[config.mk]
export PLATFORM = sky130hd
export DESIGN_NAME = fdivsqrt_sched
export DESIGN_NICKNAME = d
export VERILOG_FILES = /design/src/rtl/fdivsqrt_pkg.sv /design/src/rtl/rr_arbiter.sv /design/src/rtl/fdivsqrt_sched.sv
export SDC_FILE = /design/constraint.sdc
export NUM_CORES = 1
export LEC_CHECK = 0
export CORE_AREA = 8 8 130 132
export DETAILED_ROUTE_END_ITERATION = 7
export DIE_AREA = 0 0 138 140
export GPL_ROUTABILITY_DRIVEN = 0
export PLACE_DENSITY = 0.86
export SETUP_SLACK_MARGIN = 0.15
export SLEW_MARGIN = 20
export SYNTH_ARGS = -nofsm -noshare
export SYNTH_HDL_FRONTEND = slang
export SYNTH_SLANG_ARGS = --single-unit
[constraint.sdc]
create_clock -name clk -period 2.9 [get_ports clk]
set_clock_uncertainty 0.1 [all_clocks]
set_input_delay 0.29 -clock clk [delete_from_list [all_inputs] [get_ports clk]]
set_output_delay 0.29 -clock clk [all_outputs]
set_load 0.02 [all_outputs]
[src/rtl/fdivsqrt_pkg.sv]
// fdivsqrt_pkg: shared widths, FSM encoding, flag indices and rounding modes for the fdivsqrt scheduler
`define FDIVSQRT_FW(e, s) ((e) + (s))

package fdivsqrt_pkg;
    localparam int EXPWIDTH_DEF = 8;
    localparam int SIGWIDTH_DEF = 24;

    localparam logic [2:0] S_IDLE  = 3'd0;
    localparam logic [2:0] S_ISSUE = 3'd1;
    localparam logic [2:0] S_WAIT  = 3'd2;
    localparam logic [2:0] S_DRAIN = 3'd3;
    localparam logic [2:0] S_RESP  = 3'd4;

    localparam int FLAG_NV = 4;
    localparam int FLAG_DZ = 3;
    localparam int FLAG_OF = 2;
    localparam int FLAG_UF = 1;
    localparam int FLAG_NX = 0;

    localparam logic [2:0] RM_RNE = 3'd0;
    localparam logic [2:0] RM_RTZ = 3'd1;
    localparam logic [2:0] RM_RDN = 3'd2;
    localparam logic [2:0] RM_RUP = 3'd3;
    localparam logic [2:0] RM_RMM = 3'd4;
endpackage

[src/rtl/rr_arbiter.sv]
// rr_arbiter: round-robin pick of the first request at or after ptr_i (wrapping)
//   req_i  : per-requester request
//   ptr_i  : highest-priority requester index
//   en_i   : when low no grant is produced
//   gnt_o  : one-hot grant, idx_o its encoded index, vld_o any grant
module rr_arbiter #(
    parameter int N  = 2,
    parameter int IW = $clog2(N)
) (
    input  logic [N-1:0]  req_i,
    input  logic [IW-1:0] ptr_i,
    input  logic          en_i,
    output logic [N-1:0]  gnt_o,
    output logic [IW-1:0] idx_o,
    output logic          vld_o
);
    logic [2*N-1:0] dbl;
    logic [N-1:0]   rot;

    // Rotate so bit 0 is the requester at ptr_i; scanning downwards lets the
    // lowest rotated offset win.
    always_comb begin
        dbl   = {req_i, req_i} >> ptr_i;
        rot   = dbl[N-1:0];
        idx_o = '0;
        vld_o = 1'b0;
        for (int k = N - 1; k >= 0; k--)
            if (rot[k] && en_i) begin
                vld_o = 1'b1;
                idx_o = IW'((int'(ptr_i) + k) % N);
            end
        gnt_o = vld_o ? N'(1) << idx_o : '0;
    end
endmodule

[src/rtl/fdivsqrt_sched.sv]
// fdivsqrt_sched: shares one iterative div/sqrt unit between NREQ requesters
//   req_*        : requester side, packed per requester (i at [i*W +: W]); req_ready is the one-hot grant
//   cfg_fcontrol : tininess control, captured with the operands
//   flush        : drops the pending/in-flight op; an in-flight result is drained and discarded
//   du_*         : unit side; du_valid_in is a single-cycle issue strobe
//   rsp_*        : buffered result, held until rsp_ready
//   busy         : scheduler not idle; err_timeout : sticky watchdog error in WAIT
module fdivsqrt_sched
    import fdivsqrt_pkg::*;
#(
    parameter int EXPWIDTH = EXPWIDTH_DEF,
    parameter int SIGWIDTH = SIGWIDTH_DEF,
    parameter int NREQ     = 2,
    parameter int TAGW     = 4,
    parameter int WDOG     = 255,
    localparam int FW      = `FDIVSQRT_FW(EXPWIDTH, SIGWIDTH),
    localparam int IDW     = $clog2(NREQ)
) (
    input  logic               clk,
    input  logic               rst_n,
    input  logic [NREQ-1:0]    req_valid,
    output logic [NREQ-1:0]    req_ready,
    input  logic [NREQ*FW-1:0] req_frs1,
    input  logic [NREQ*FW-1:0] req_frs2,
    input  logic [NREQ-1:0]    req_ftype,
    input  logic [NREQ*3-1:0]  req_rm,
    input  logic [NREQ*TAGW-1:0] req_tag,
    input  logic               cfg_fcontrol,
    input  logic               flush,
    output logic [FW-1:0]      du_frs1,
    output logic [FW-1:0]      du_frs2,
    output logic               du_ftype,
    output logic               du_fcontrol,
    output logic [2:0]         du_rm,
    output logic               du_valid_in,
    input  logic               du_ready_out,
    input  logic               du_finish,
    input  logic [FW-1:0]      du_res,
    input  logic [4:0]         du_flags,
    output logic               rsp_valid,
    input  logic               rsp_ready,
    output logic [IDW-1:0]     rsp_id,
    output logic [TAGW-1:0]    rsp_tag,
    output logic [FW-1:0]      rsp_res,
    output logic [4:0]         rsp_flags,
    output logic               busy,
    output logic               err_timeout
);
    localparam int WW = $clog2(WDOG + 1);

    logic [2:0]      state_q, state_d;
    logic [IDW-1:0]  rr_ptr_q, rr_ptr_d, id_q, id_d, rsp_id_q, rsp_id_d;
    logic [TAGW-1:0] tag_q, tag_d, rsp_tag_q, rsp_tag_d;
    logic [FW-1:0]   frs1_q, frs1_d, frs2_q, frs2_d, rsp_res_q, rsp_res_d;
    logic            ftype_q, ftype_d, fctl_q, fctl_d;
    logic [2:0]      rm_q, rm_d;
    logic            rsp_valid_q, rsp_valid_d;
    logic [4:0]      rsp_flags_q, rsp_flags_d;
    logic [WW-1:0]   wdog_q, wdog_d;
    logic            err_q, err_d;
    logic [NREQ-1:0] gnt;
    logic [IDW-1:0]  gnt_idx;
    logic            gnt_vld;

    rr_arbiter #(.N(NREQ), .IW(IDW)) u_arb (
        .req_i (req_valid),
        .ptr_i (rr_ptr_q),
        .en_i  (state_q == S_IDLE && du_ready_out && !flush),
        .gnt_o (gnt),
        .idx_o (gnt_idx),
        .vld_o (gnt_vld)
    );

    assign req_ready   = gnt;
    assign du_frs1     = frs1_q;
    assign du_frs2     = frs2_q;
    assign du_ftype    = ftype_q;
    assign du_fcontrol = fctl_q;
    assign du_rm       = rm_q;
    // The unit samples on valid&ready, so gating with ready keeps the strobe to one sampled cycle.
    assign du_valid_in = state_q == S_ISSUE && du_ready_out;
    assign rsp_valid   = rsp_valid_q;
    assign rsp_id      = rsp_id_q;
    assign rsp_tag     = rsp_tag_q;
    assign rsp_res     = rsp_res_q;
    assign rsp_flags   = rsp_flags_q;
    assign busy        = state_q != S_IDLE;
    assign err_timeout = err_q;

    always_comb begin
        state_d     = state_q;
        rr_ptr_d    = rr_ptr_q;
        id_d        = id_q;
        tag_d       = tag_q;
        frs1_d      = frs1_q;
        frs2_d      = frs2_q;
        ftype_d     = ftype_q;
        fctl_d      = fctl_q;
        rm_d        = rm_q;
        rsp_valid_d = rsp_valid_q;
        rsp_id_d    = rsp_id_q;
        rsp_tag_d   = rsp_tag_q;
        rsp_res_d   = rsp_res_q;
        rsp_flags_d = rsp_flags_q;
        wdog_d      = wdog_q;
        err_d       = err_q;
        case (state_q)
            S_IDLE: if (gnt_vld) begin
                id_d    = gnt_idx;
                tag_d   = req_tag[gnt_idx*TAGW +: TAGW];
                frs1_d  = req_frs1[gnt_idx*FW +: FW];
                frs2_d  = req_frs2[gnt_idx*FW +: FW];
                ftype_d = req_ftype[gnt_idx];
                rm_d    = req_rm[gnt_idx*3 +: 3];
                fctl_d  = cfg_fcontrol;
                state_d = S_ISSUE;
            end
            // A flushed op the unit already took must be drained; one it never saw is simply dropped.
            S_ISSUE: if (flush) state_d = du_ready_out ? S_DRAIN : S_IDLE;
                else if (du_ready_out) begin
                    wdog_d  = '0;
                    state_d = S_WAIT;
                end
            S_WAIT: begin
                wdog_d = wdog_q == WW'(WDOG) ? wdog_q : wdog_q + 1'b1;
                err_d  = err_q | (wdog_q == WW'(WDOG - 1));
                if (flush) state_d = du_finish ? S_IDLE : S_DRAIN;
                else if (du_finish) begin
                    rsp_valid_d = 1'b1;
                    rsp_id_d    = id_q;
                    rsp_tag_d   = tag_q;
                    rsp_res_d   = du_res;
                    rsp_flags_d = du_flags;
                    state_d     = S_RESP;
                end
            end
            S_DRAIN: if (du_finish) state_d = S_IDLE;
            S_RESP: if (flush || rsp_ready) begin
                rsp_valid_d = 1'b0;
                state_d     = S_IDLE;
                if (!flush) rr_ptr_d = int'(rsp_id_q) == NREQ - 1 ? '0 : rsp_id_q + 1'b1;
            end
            default: state_d = S_IDLE;
        endcase
    end

    always_ff @(posedge clk or negedge rst_n) begin
        if (!rst_n) begin
            state_q     <= S_IDLE;
            rr_ptr_q    <= '0;
            id_q        <= '0;
            tag_q       <= '0;
            frs1_q      <= '0;
            frs2_q      <= '0;
            ftype_q     <= 1'b0;
            fctl_q      <= 1'b0;
            rm_q        <= '0;
            rsp_valid_q <= 1'b0;
            rsp_id_q    <= '0;
            rsp_tag_q   <= '0;
            rsp_res_q   <= '0;
            rsp_flags_q <= '0;
            wdog_q      <= '0;
            err_q       <= 1'b0;
        end else begin
            state_q     <= state_d;
            rr_ptr_q    <= rr_ptr_d;
            id_q        <= id_d;
            tag_q       <= tag_d;
            frs1_q      <= frs1_d;
            frs2_q      <= frs2_d;
            ftype_q     <= ftype_d;
            fctl_q      <= fctl_d;
            rm_q        <= rm_d;
            rsp_valid_q <= rsp_valid_d;
            rsp_id_q    <= rsp_id_d;
            rsp_tag_q   <= rsp_tag_d;
            rsp_res_q   <= rsp_res_d;
            rsp_flags_q <= rsp_flags_d;
            wdog_q      <= wdog_d;
            err_q       <= err_d;
        end
    end
endmodule
==> impl_metrics.py <==
metrics = {
    "status": {
        "status": "finished clean",
    },
    "layout": {
        "fin_util": 0.650,
        "layout-drive-gt1-share": 0.129,
        "num-fill-cells": 1119,
        "multi_input_area_mm2": 0.00219,
        "ff_latch_area_mm2": 0.00325,
        "area_growth_pct": 66.2,
        "diodes": 0,
        "fin_nets": 960,
    },
    "cts": {
        "cts_tree": "yes",
        "cts_setup_buffers": 0,
        "cts_buffers": 17,
        "cts-root-buf": "clkbuf_16",
        "clk_pin_slew_ps": 60,
        "clock_path_buffers": 2,
        "clk_latency_ps": 410,
        "h-tree-depth": 4,
        "clkSinkCount": 130,
    },
    "route": {
        "routed_via_density": 5.63,
        "ant_nets": 0,
        "post_drt_wl_per_cell_um": 22.1,
        "dr_total_vias": 5454,
        "routed_wl_um": 21400,
        "drt_pre_antenna_iters": 5,
        "drc": 0,
        "drt-initial-drc-count": 352,
    },
    "synthesis": {
        "synthesis.nets": 665,
        "ys_ff_latch": 130,
        "synth.top_cell.area_share": 0.560,
        "syn_inst": 473,
        "synth_common_cells": "dfrtp_1 (130), inv_1 (43), mux2_2 (43)",
        "synthFlopType": "dfrtp_1",
        "syn_area_mm2": 0.00581,
        "synthTopCellsByArea": "dfrtp_1 (56%), mux2_2 (8.3%), a221o_1 (6.7%)",
        "yosys.area.top_type": "dfrtp_1",
        "synth-edff-count": 0,
        "synth_warnings": 0,
        "synth.most_common_cell": "dfrtp_1",
        "synth.distinct_cells": 45,
        "async_flop_share": 1.00,
        "syn_avg_cell_area_um2": 12.3,
        "ys_seq_area_frac": 0.560,
    },
    "floorplan": {
        "die_h_um": 140,
        "dieArea_mm2": 0.0193,
        "rows": 45,
        "die_w_um": 138,
        "num_io_pins": 307,
        "start_util": 0.391,
        "core_area_mm2": 0.0149,
    },
    "worst_setup_path": {
        "crit_arrival_ps": 2260,
        "worstPathRequired_ps": 2510,
        "endpoint_kind": "output pin",
        "reg2reg_to": "du_rm[1]",
        "r2r_cells": 5,
        "reg2reg_from": "state_q[0]",
        "r2r_slack_ps": 490,
        "path_class": "reg -> out",
        "start_kind": "flop",
        "cp_max_fo": 10,
    },
    "global_routing": {
        "grt_pass1_wl_um": 33400,
        "track_usage": 0.217,
        "grt-ovfl-total": 0,
        "grt_max_degree": 58,
        "antenna_found_initial": 1,
        "grt_pass1_vias": 5841,
    },
    "placed_design": {
        "io_buffers": 306,
        "dp_hpwl_um": 15900,
    },
    "timing": {
        "fmax_mhz": 377,
        "setup_viol": 0,
        "rsz0062_at_grt": "no",
        "hold_viol": 0,
        "max-slew-margin-rel": 0.485,
        "drv_slew": 0,
        "fin_setup_tns_ps": 0,
        "tightest_slew_ps": 762,
        "post-route-period-util": 0.915,
        "fin_crit_ps": 2650,
    },
    "power": {
        "power.density_mw_per_mm2": 1030,
        "p_leak_uw": 0.00404,
        "peakVddDrop_mv": 0.594,
    },
    "hold_path": {
        "hp-class": "in -> async",
    },
    "flow_run": {
        "cap_violations": 0,
    },
}
metal layers:
layer  vias up  GRT usage  share of wire
li1       2438          -              -
met1      2676      0.236           0.37
met2       286      0.367           0.51
met3        52     0.0852          0.089
met4         2      0.100          0.034
met5         -          0        0.00061
repair_timing:
| action | CTS | global route |
|---|---|---|
| pin swaps | 0 | 0 |
| gates resized for setup | 3 | 2 |
| endpoints found under the hold margin | 39 | 0 |
| endpoints found under the setup margin | 3 | 1 |
| hold buffers | 1 | 0 |
layout make-up:
| cell class | instances | share of cell area |
|---|---|---|
| Tap cell | 188 | 0.0244 |
| Sequential cell | 130 | 0.337 |
| Inverter | 43 | 0.0167 |
| Multi-Input combinational cell | 252 | 0.227 |
| Timing Repair Buffer | 324 | 0.332 |
| Clock buffer | 17 | 0.0441 |
| Clock inverter | 15 | 0.0190 |
flip-flops by register name (all words and copies together), names as in the netlist:
name	cells
du_frs1	32
du_frs2	32
rsp_res	32
wdog_q	8
rsp_flags	5
rsp_tag	4
tag_q	4
du_rm	3
state_q	3
du_fcontrol	1
du_ftype	1
err_timeout	1
id_q	1
rr_ptr_q	1
rsp_id	1
rsp_valid	1
cells by family after synthesis:
kind of cell | synth area share
AO/OA/AOI/OAI | 0.198
buffers and inverters | 0.0655
AND/OR/NAND/NOR | 0.0838
XOR/XNOR | 0.00151
flip-flops | 0.560
adder cells (fa/ha/maj) | 0.00431
multiplexers | 0.0868
how the worst max path moves through the flow:
stage | from | end | cells past startpoint | slack (ps)
3_5_place_dp | flush | req_ready[0] | 5 | 360
6_report | state_q[0] | req_ready[0] | 4 | 250
3_3_place_gp | flush | req_ready[0] | 5 | 340
2_1_floorplan | state_q[2] | req_ready[0] | 6 | 640
4_1_cts | state_q[0] | req_ready[1] | 4 | 190
5_1_grt | state_q[0] | req_ready[0] | 4 | 170
through the flow:
step / hold slack, ps / total power (uW) / worst slack (ps) / std cells / cell area, um^2
floorplan: -106 / 5390 / 643 / 473 / 5810
global placement: 204 / 7630 / 340 / 936 / 9040
detailed placement: 209 / 7780 / 355 / 936 / 9040
CTS: 298 / 10000 / 195 / 969 / 9660
global route: 365 / 10400 / 174 / 969 / 9660
finish: 336 / 9920 / 248 / 969 / 9660
critical path: stages (launching register included):
cell           delay (ps)
dfrtp_1               490
or3_2                 520
or2_2                 310
nor2_1                150
dlygate4sd2_1         380
power breakdown:
group	leakage (uW)	switching, uW	internal (uW)	total, uW
clock network	0.000290	821	1360	2180
registers	0.00162	544	2660	3210
logic	0.00213	2210	2320	4530
total	0.00404	3580	6340	9920
layout by cell type, fill, tap and decap left out, types with 2 or more instances in the layout:
cell type        instances
clkdlybuf4s50_1        302
dfrtp_1                130
inv_1                   43
mux2_2                  43
nor4_1                  39
a221o_1                 39
a32oi_1                 33
o2bb2ai_1               33
clkbuf_16               17
buf_4                   17
nor2_1                   5
o21ai_0                  5
and4_1                   5
clkinv_4                 5
a41oi_1                  4
nor3b_1                  3
nand3_1                  3
nand2_1                  3
bufinv_16                3
clkinvlp_4               3
or3_2                    2
nand2b_1                 2
nor4bb_1                 2
nor2b_1                  2
a21oi_1                  2
nor3_1                   2
a31oi_1                  2
mux2i_1                  2
ha_1                     2
inv_6                    2
clkinv_2                 2
dlygate4sd2_1            2
No activity file was read; power rests on OpenSTA's default activity.
